File: src/rtl/rr_arb_pkg.sv
// Shared types and helpers for the round-robin decode arbiter.
// Holds the FSM state enum, the rotate-priority pick function and the select decoder.
package rr_arb_pkg;

  localparam int N_REQ = 8;
  localparam int IDX_W = 3;

  typedef enum logic {
    IDLE,
    BUSY
  } state_t;

  typedef struct packed {
    logic             any;
    logic [IDX_W-1:0] idx;
  } pick_t;

  // Rotating right by ptr puts requester ptr at bit 0, so the lowest set bit is
  // the next in round-robin order; adding ptr back wraps naturally in IDX_W bits.
  function automatic pick_t rotate_pick(input logic [N_REQ-1:0] req,
                                        input logic [IDX_W-1:0] ptr);
    logic [2*N_REQ-1:0] dbl;
    logic [N_REQ-1:0]   rot;
    pick_t              p;
    dbl   = {req, req};
    rot   = N_REQ'(dbl >> ptr);
    p.any = |req;
    p.idx = '0;
    for (int j = N_REQ - 1; j >= 0; j--) begin
      if (rot[j]) p.idx = IDX_W'(j) + ptr;
    end
    return p;
  endfunction

  function automatic logic [N_REQ-1:0] decode_sel(input logic [IDX_W-1:0] idx);
    return N_REQ'(1) << idx;
  endfunction

endpackage

File: src/rtl/rr_pick.sv
// Combinational round-robin winner search starting at the priority pointer.
module rr_pick
  import rr_arb_pkg::*;
(
  input  logic [N_REQ-1:0] req,
  input  logic [IDX_W-1:0] ptr,
  output logic             any,
  output logic [IDX_W-1:0] idx
);

  pick_t w_pick;

  assign w_pick = rotate_pick(req, ptr);
  assign any    = w_pick.any;
  assign idx    = w_pick.idx;

endmodule

File: src/rtl/rr_decode_arbiter.sv
// Round-robin arbiter driving a shared 3-to-8 select decoder; grants are held
// until done, withdrawal or hold timeout, with one idle cycle between grants.
module rr_decode_arbiter
  import rr_arb_pkg::*;
#(
  parameter int MAX_HOLD = 16,
  parameter int CNT_W    = 8
) (
  input  logic             clk,
  input  logic             rst_n,
  input  logic [N_REQ-1:0] req,
  input  logic             done,
  output logic [N_REQ-1:0] gnt,
  output logic [IDX_W-1:0] gnt_idx,
  output logic             gnt_valid,
  output logic             timeout
);

  localparam logic [CNT_W-1:0] LAST_CNT = CNT_W'(MAX_HOLD - 1);

  state_t           r_state;
  logic [IDX_W-1:0] r_ptr;
  logic [IDX_W-1:0] r_gnt_idx;
  logic [CNT_W-1:0] r_cnt;
  logic [N_REQ-1:0] r_gnt;
  logic             r_gnt_valid;
  logic             r_timeout;

  logic             w_any;
  logic [IDX_W-1:0] w_idx;
  logic             w_owner_release;
  logic             w_hold_expired;

  rr_pick u_pick (
    .req (req),
    .ptr (r_ptr),
    .any (w_any),
    .idx (w_idx)
  );

  // An owner-initiated release outranks the timeout, so both together never pulse timeout.
  assign w_owner_release = done || !req[r_gnt_idx];
  assign w_hold_expired  = (r_cnt == LAST_CNT);

  always_ff @(posedge clk) begin
    if (!rst_n) begin
      r_state     <= IDLE;
      r_ptr       <= '0;
      r_gnt_idx   <= '0;
      r_cnt       <= '0;
      r_gnt       <= '0;
      r_gnt_valid <= 1'b0;
      r_timeout   <= 1'b0;
    end else begin
      r_timeout <= 1'b0;
      case (r_state)
        IDLE: begin
          if (w_any) begin
            r_state     <= BUSY;
            r_gnt_idx   <= w_idx;
            r_gnt       <= decode_sel(w_idx);
            r_gnt_valid <= 1'b1;
            r_cnt       <= '0;
          end
        end
        BUSY: begin
          if (w_owner_release || w_hold_expired) begin
            r_state     <= IDLE;
            r_gnt       <= '0;
            r_gnt_valid <= 1'b0;
            r_ptr       <= r_gnt_idx + IDX_W'(1);
            r_timeout   <= !w_owner_release;
          end else begin
            r_cnt <= r_cnt + CNT_W'(1);
          end
        end
        default: r_state <= IDLE;
      endcase
    end
  end

  assign gnt       = r_gnt;
  assign gnt_idx   = r_gnt_idx;
  assign gnt_valid = r_gnt_valid;
  assign timeout   = r_timeout;

endmodule
File: config.mk
export PLATFORM = sky130hd
export DESIGN_NAME = rr_decode_arbiter
export DESIGN_NICKNAME = d
export VERILOG_FILES = /design/src/rtl/rr_arb_pkg.sv /design/src/rtl/rr_pick.sv /design/src/rtl/rr_decode_arbiter.sv
export SDC_FILE = /design/constraint.sdc
export NUM_CORES = 1
export LEC_CHECK = 0
export ABC_AREA = 1
export BUFFER_PORTS_ARGS = -buffer_cell sky130_fd_sc_hd__buf_2
export CAP_MARGIN = 20
export CORE_ASPECT_RATIO = 0.75
export CORE_MARGIN = 4
export CORE_UTILIZATION = 60
export CTS_BUF_LIST = sky130_fd_sc_hd__clkbuf_4
export DETAILED_ROUTE_END_ITERATION = 10
export MAX_ROUTING_LAYER = met4
export PLACE_DENSITY = 0.84
export SYNTH_ARGS = -nofsm -noshare
export SYNTH_HDL_FRONTEND = slang
export SYNTH_SLANG_ARGS = --single-unit
File: constraint.sdc
create_clock -name clk -period 2.4 [get_ports clk]
set_clock_uncertainty 0.2 [all_clocks]
set_input_delay 0.24 -clock clk [delete_from_list [all_inputs] [get_ports clk]]
set_output_delay 0.24 -clock clk [all_outputs]
set_load 0.005 [all_outputs]
---- After elaboration in Yosys (flattened, before gate mapping) ----
Cells that the tools add are included.
word-level totals
  register bits ........................... 25
  input bits .............................. 11
  output and inout bits ................... 13
  word-level logic and storage cells ...... 56
cells by class
  $add $sub $neg .......................... 9
  $lt $le $gt $ge ......................... 1
  equality and inequality tests ........... 4
  shift operators ......................... 2
  muxes and demuxes ....................... 22
  bitwise gates (word level) .............. 1
  reduce and logical (&&, ||, !) cells .... 10
operators with widths
  kind                                                         count
  2-to-1 mux 8 bit                                             4
  case mux 8 bit (2 select lines)                              2
  2-to-1 mux 3 bit                                             8
  right shift 16 x 3 -> 8 bit                                  1
  adder 3 bit (first input constant)                           4
  adder 8 x 1 -> 8 bit (second input constant)                 1
  == test 8 x 4 -> 1 bit (second input constant)               1
  AND reduction 2 bit                                          4
  OR reduction 8 bit                                           1
  << shifter 1 x 3 -> 8 bit (first input constant)             1
  adder 2 x 3 -> 3 bit (first input constant)                  2
  2-to-1 mux 1 bit                                             5
  less-than comparator 3 x 4 -> 1 bit (second input constant)  1
  inequality test 2 x 1 -> 1 bit (second input constant)       2
  case mux 1 bit (2 select lines)                              2
  adder 1 x 3 -> 3 bit (first input constant)                  1
  adder 3 x 1 -> 3 bit (second input constant)                 1
  binary-select mux 1 bit (select 3 bit)                       1
  AND reduction 3 bit                                          1
  zero test 1 bit                                              2
  logical OR 1 bit                                             2
  inequality test 2 bit (second input constant)                1
  NOT 1 bit                                                    1

---- Longest topological paths before layout ----
  depth after elaboration ................. 12
  mapped depth ............................ 18
  gate-level depth less buffers ........... 18

---- Hierarchy ----
A second synthesis with hierarchy kept.
unflattened totals
  cells, all modules ...................... 294
  area, all modules ....................... 1995.7 um^2
modules (own cells, without submodules)
  module             instances  cells each  area each (um^2)
  rr_decode_arbiter  1          170         1290.0
  rr_pick            1          124         705.7

---- Least setup slack after synthesis ----
No wires, ideal clock.
  path type ............................... flip-flop to flip-flop
  from .................................... register r_ptr[1]
  to ...................................... register r_gnt[5] (netlist: gnt[5])
  library setup time ...................... 131 ps
  arrival ................................. 1570 ps
  data required time ...................... 2069 ps
  path slack .............................. 498 ps
  stages on the path, launching flop included .. 16
  clock period less this slack ............ 1902 ps
  cells stage by stage .................... dfxtp_1 inv_2 buf_6 ha_1 nor2_1 nand2_1 nand3_1 nand2_1 nand2_1 nand2_1 nand2_2 nand2_4 nand2_1 nor2_1 nor2_1 nor2_1
on the way
  word-level cells in the longest chain between the ends .. 12
  elaborated cells on any way between the ends .. 19
  classes of those cells .................. 7 x add/sub; 2 x shift; 10 x mux
RTL lines
  what                                                        line                                source
  from (decl)                                                 rr_decode_arbiter.sv:22             logic [IDX_W-1:0] r_ptr;
  from (signal assigned)                                      rr_decode_arbiter.sv:71             r_ptr <= r_gnt_idx + IDX_W'(1);
  adder 3 bit or right shift 16 x 3 -> 8 bit (tied branches)  rr_arb_pkg.sv:30, rr_arb_pkg.sv:26
  2-to-1 mux 3 bit (7 in series)                              rr_arb_pkg.sv:30                    if (rot[j]) p.idx = IDX_W'(j) + ptr;
  2-to-1 mux 3 bit *                                          rr_arb_pkg.sv:30
  << shifter 1 x 3 -> 8 bit *                                 rr_arb_pkg.sv:36                    return N_REQ'(1) << idx;
  2-to-1 mux 8 bit *                                          rr_decode_arbiter.sv:58             if (w_any) begin
  case mux 8 bit (2 select lines) *                           rr_decode_arbiter.sv:56             case (r_state)
  to (signal assigned)                                        rr_decode_arbiter.sv:61             r_gnt <= decode_sel(w_idx);
  to (decl)                                                   rr_decode_arbiter.sv:25             logic [N_REQ-1:0] r_gnt;
Every way passes the cells marked *; elsewhere a longest branch is shown, timed or not. The select of a mux whose other input is x is not followed.
A chain may end at the register's enable or synchronous reset.

---- Worst setup path in the final report ----
  from .................................... register r_ptr[1]
  to ...................................... register r_gnt[4] (netlist: gnt[4])
The elaborated chain is that of the path after synthesis.

==> reports/qor.txt <==
Worst setup SP type - flop
Routed vias - 1907
Worst slack, placed - 0.313 ns
Seq/Total Area, Yosys - 27.0%
Register area - 500 um2
Worst hold start - rst_n
Worst Hold Class - in -> reg
CTS resizes - 0
Worst r2r src - r_ptr[1]
Worst-margin pin slew - 0.464 ns
Worst path slowest cell - dfxtp_1
Cell row count - 17
FF-to-FF setup slack - 0.29 ns
Warnings, synthesis - 0
Antenna viol nets, final - 0
Hold-fix buffers, CTS - 1
Status - complete, no violations
Detailed placement HPWL - 3.27 mm
CTS root buf - clkbuf_4
Number of remaining DRC errors - 0
Syn_nets - 301
Post-Synthesis Cells - 286
CTS Buf Count - 3
Worst VDD drop - 0.000447 V
Reg clk slew, reported paths - 0.13 ns
Nets - 327
Final min period - 2.11 ns
WS Path Type - reg -> reg
Yosys reg bits - 25
Initial DRC Count - 120
CP Cell Sequence - inv_2 -> nand3_1 -> nand2_1 -> inv_2 -> o21ai_2 -> inv_1 -> a21oi_1 -> nand2_1 -> nand2_1 -> nand2_2 -> a21oi_2 -> nand2_1 -> a21oi_2
CP most frequent cell - nand2_1
RD Place Congestion - 0.863
Crit Reg-Reg Endpoint - gnt[4]
Routed WL - 4.21 mm
Die width - 72.2 um
First-pass GRT wire length - 7.58 mm
Synth unique cells - 31
Max frequency - 473 MHz
Hold endpoint - r_cnt[0]
Setup tns final - 0 ns
GR Util All Layers - 23.4%
Worst-path maximum fanout - 13
P_leak - 0.000979 uW
Critical path arrival - 2.18 ns
Final period util - 88.1%
Most frequent cells in the layout - nand2_1, nor2_1, dfxtp_1, buf_2, inv_1
Post-Syn Area per Cell - 6.49 um2
Share of layout cells above drive strength 1 - 27.0%
DR pass1 iterations - 4
Critical path required time - 2.46 ns
Vias/cell - 5.46
H-tree Lvls - 1
Setup Buffers After CTS - 0
Most common cell after layout, fill and taps aside - nand2_1
Worst slew margin - 69.1%
Clk sink count - 25
Number of antenna diodes - 0
Area delta synth->final - 9.57%
# fillers - 251
Fin. Hold Viols - 0
Vias in the first global route - 1737
Clock Latency Late Sink - 0.31 ns
I/O Pins - 24
Mapped Area - 1860 um2
Grt total ovfl - 0
Largest net degree at the start of global routing - 14
Hold path cells - 3
CP peak stage delay - 0.34 ns
Final worst setup slack - 0.286 ns
Starting Density - 62.8%
Area occupied by multi-input gates - 1180 um2
Final core utilization - 68.8%
Worst Reg2Reg Path Length in Cells - 13
Critical path endpoint category - flop
Max-cap viol count - 0
Die outline area - 4060 um2
Final Max Slew Viols - 0
Pwr dens - 740 nW/um2
# setup viols final - 0
TritonCTS clock tree - done
RSZ-0062 raised after global routing - no
Chip Height - 56.2 um
WL/cell - 12.0 um
IO buf count - 23
Max Root-Sink Buffers - 2
Core area - 2960 um2
Initial antenna violation count - 0
[layer usage]
metal	track usage [%]	vias to the layer above	part of all wire, %
met3	4.69	4	8.4
met2	32.2	70	41
met1	35.1	851	50
li1	-	982	-
met5	-	-	0
met4	4.02	0	0.55
[logic make-up (layout without fill, tap and decap cells)]
group | after synthesis | count (layout) | synth area share (%)
and+or+nand+nor | 171 | 171 | 44.7
AOI/OAI and AO/OA | 43 | 43 | 14.6
xor gates and xnor gates | 4 | 4 | 1.89
adders and majority gates | 4 | 4 | 2.70
DFF | 25 | 25 | 27.0
buffers and inverters | 39 | 64 | 9.23
[layout make-up]
type                       count  share of cell area [%]
multi-input combinational    222                    58.2
timing repair buffer          27                    7.26
inverter                      33                    6.09
tap                           38                    2.34
sequential                    25                    24.6
clock buffer                   4                    1.48
[power by group]
part / total (uW) / leakage (uW) / switching, uW / internal, uW
combinational: 807 / 0.000757 / 527 / 279
clock: 196 / 0.0000184 / 120 / 76.2
sequential: 502 / 0.000203 / 40.5 / 462
[worst max-delay path: cells and delay by family (launching register included)]
kind                   cells  cell delay [ns]
AO/OA/AOI/OAI              4             0.64
flip-flops                 1             0.34
buffers and inverters      3             0.35
AND/OR/NAND/NOR            6             0.55
[how the worst max path moves through the flow]
| stage | startpoint | end | slack, ns | cells past startpoint |
|---|---|---|---|---|
| 2_1_floorplan | r_ptr[1] | gnt[5] | 0.50 | 15 |
| 3_5_place_dp | r_ptr[0] | gnt[4] | 0.31 | 14 |
| 6_report | r_ptr[1] | gnt[4] | 0.29 | 13 |
| 4_1_cts | r_ptr[0] | gnt[4] | 0.30 | 14 |
| 5_1_grt | gnt_idx[0] | r_cnt[7] | 0.007 | 11 |
| 3_3_place_gp | r_ptr[0] | gnt[4] | 0.31 | 14 |
[synth_stat cells]
cell	number	area share [%]
buf_6	3	1.8
xor2_1	2	0.94
a21boi_0	1	0.40
nand2_2	15	5.1
o221a_2	1	0.61
nor2_2	3	1.0
nand3b_1	1	0.40
nand3_2	13	7.0
buf_2	2	0.54
nor2_1	32	6.5
o21ai_2	4	1.9
or4_1	1	0.40
o21ai_0	8	2.2
clkbuf_1	1	0.20
nand2_4	1	0.61
xnor2_1	2	0.94
dfxtp_1	25	27
and3_1	1	0.34
o22ai_1	5	1.7
nand3_1	21	5.7
ha_1	4	2.7
nor3_1	6	1.6
nor2_4	1	0.61
inv_1	22	4.4
o211ai_1	2	0.81
a21oi_2	5	2.4
a31oi_1	1	0.34
nand2_1	75	15
a21oi_1	16	4.3
nor4_1	1	0.34
inv_2	11	2.2
[through the flow]
step / total power, uW / hold WS, ns / area (um2) / cells
2_1_floorplan: 1140 / 0.178 / 1860 / 286
6_report: 1500 / 0.0227 / 2030 / 349
4_1_cts: 1500 / 0.0172 / 2030 / 349
5_1_grt: 1650 / 0.0276 / 2030 / 349
3_5_place_dp: 1310 / 0.249 / 1990 / 344
3_3_place_gp: 1300 / 0.243 / 1990 / 344
[state kept, by name, summed over array words and instances, names as in the netlist]
name	cells
gnt	8
r_cnt	8
gnt_idx	3
r_ptr	3
gnt_valid	1
r_state	1
timeout	1
Power figures use the tool's default switching activity.
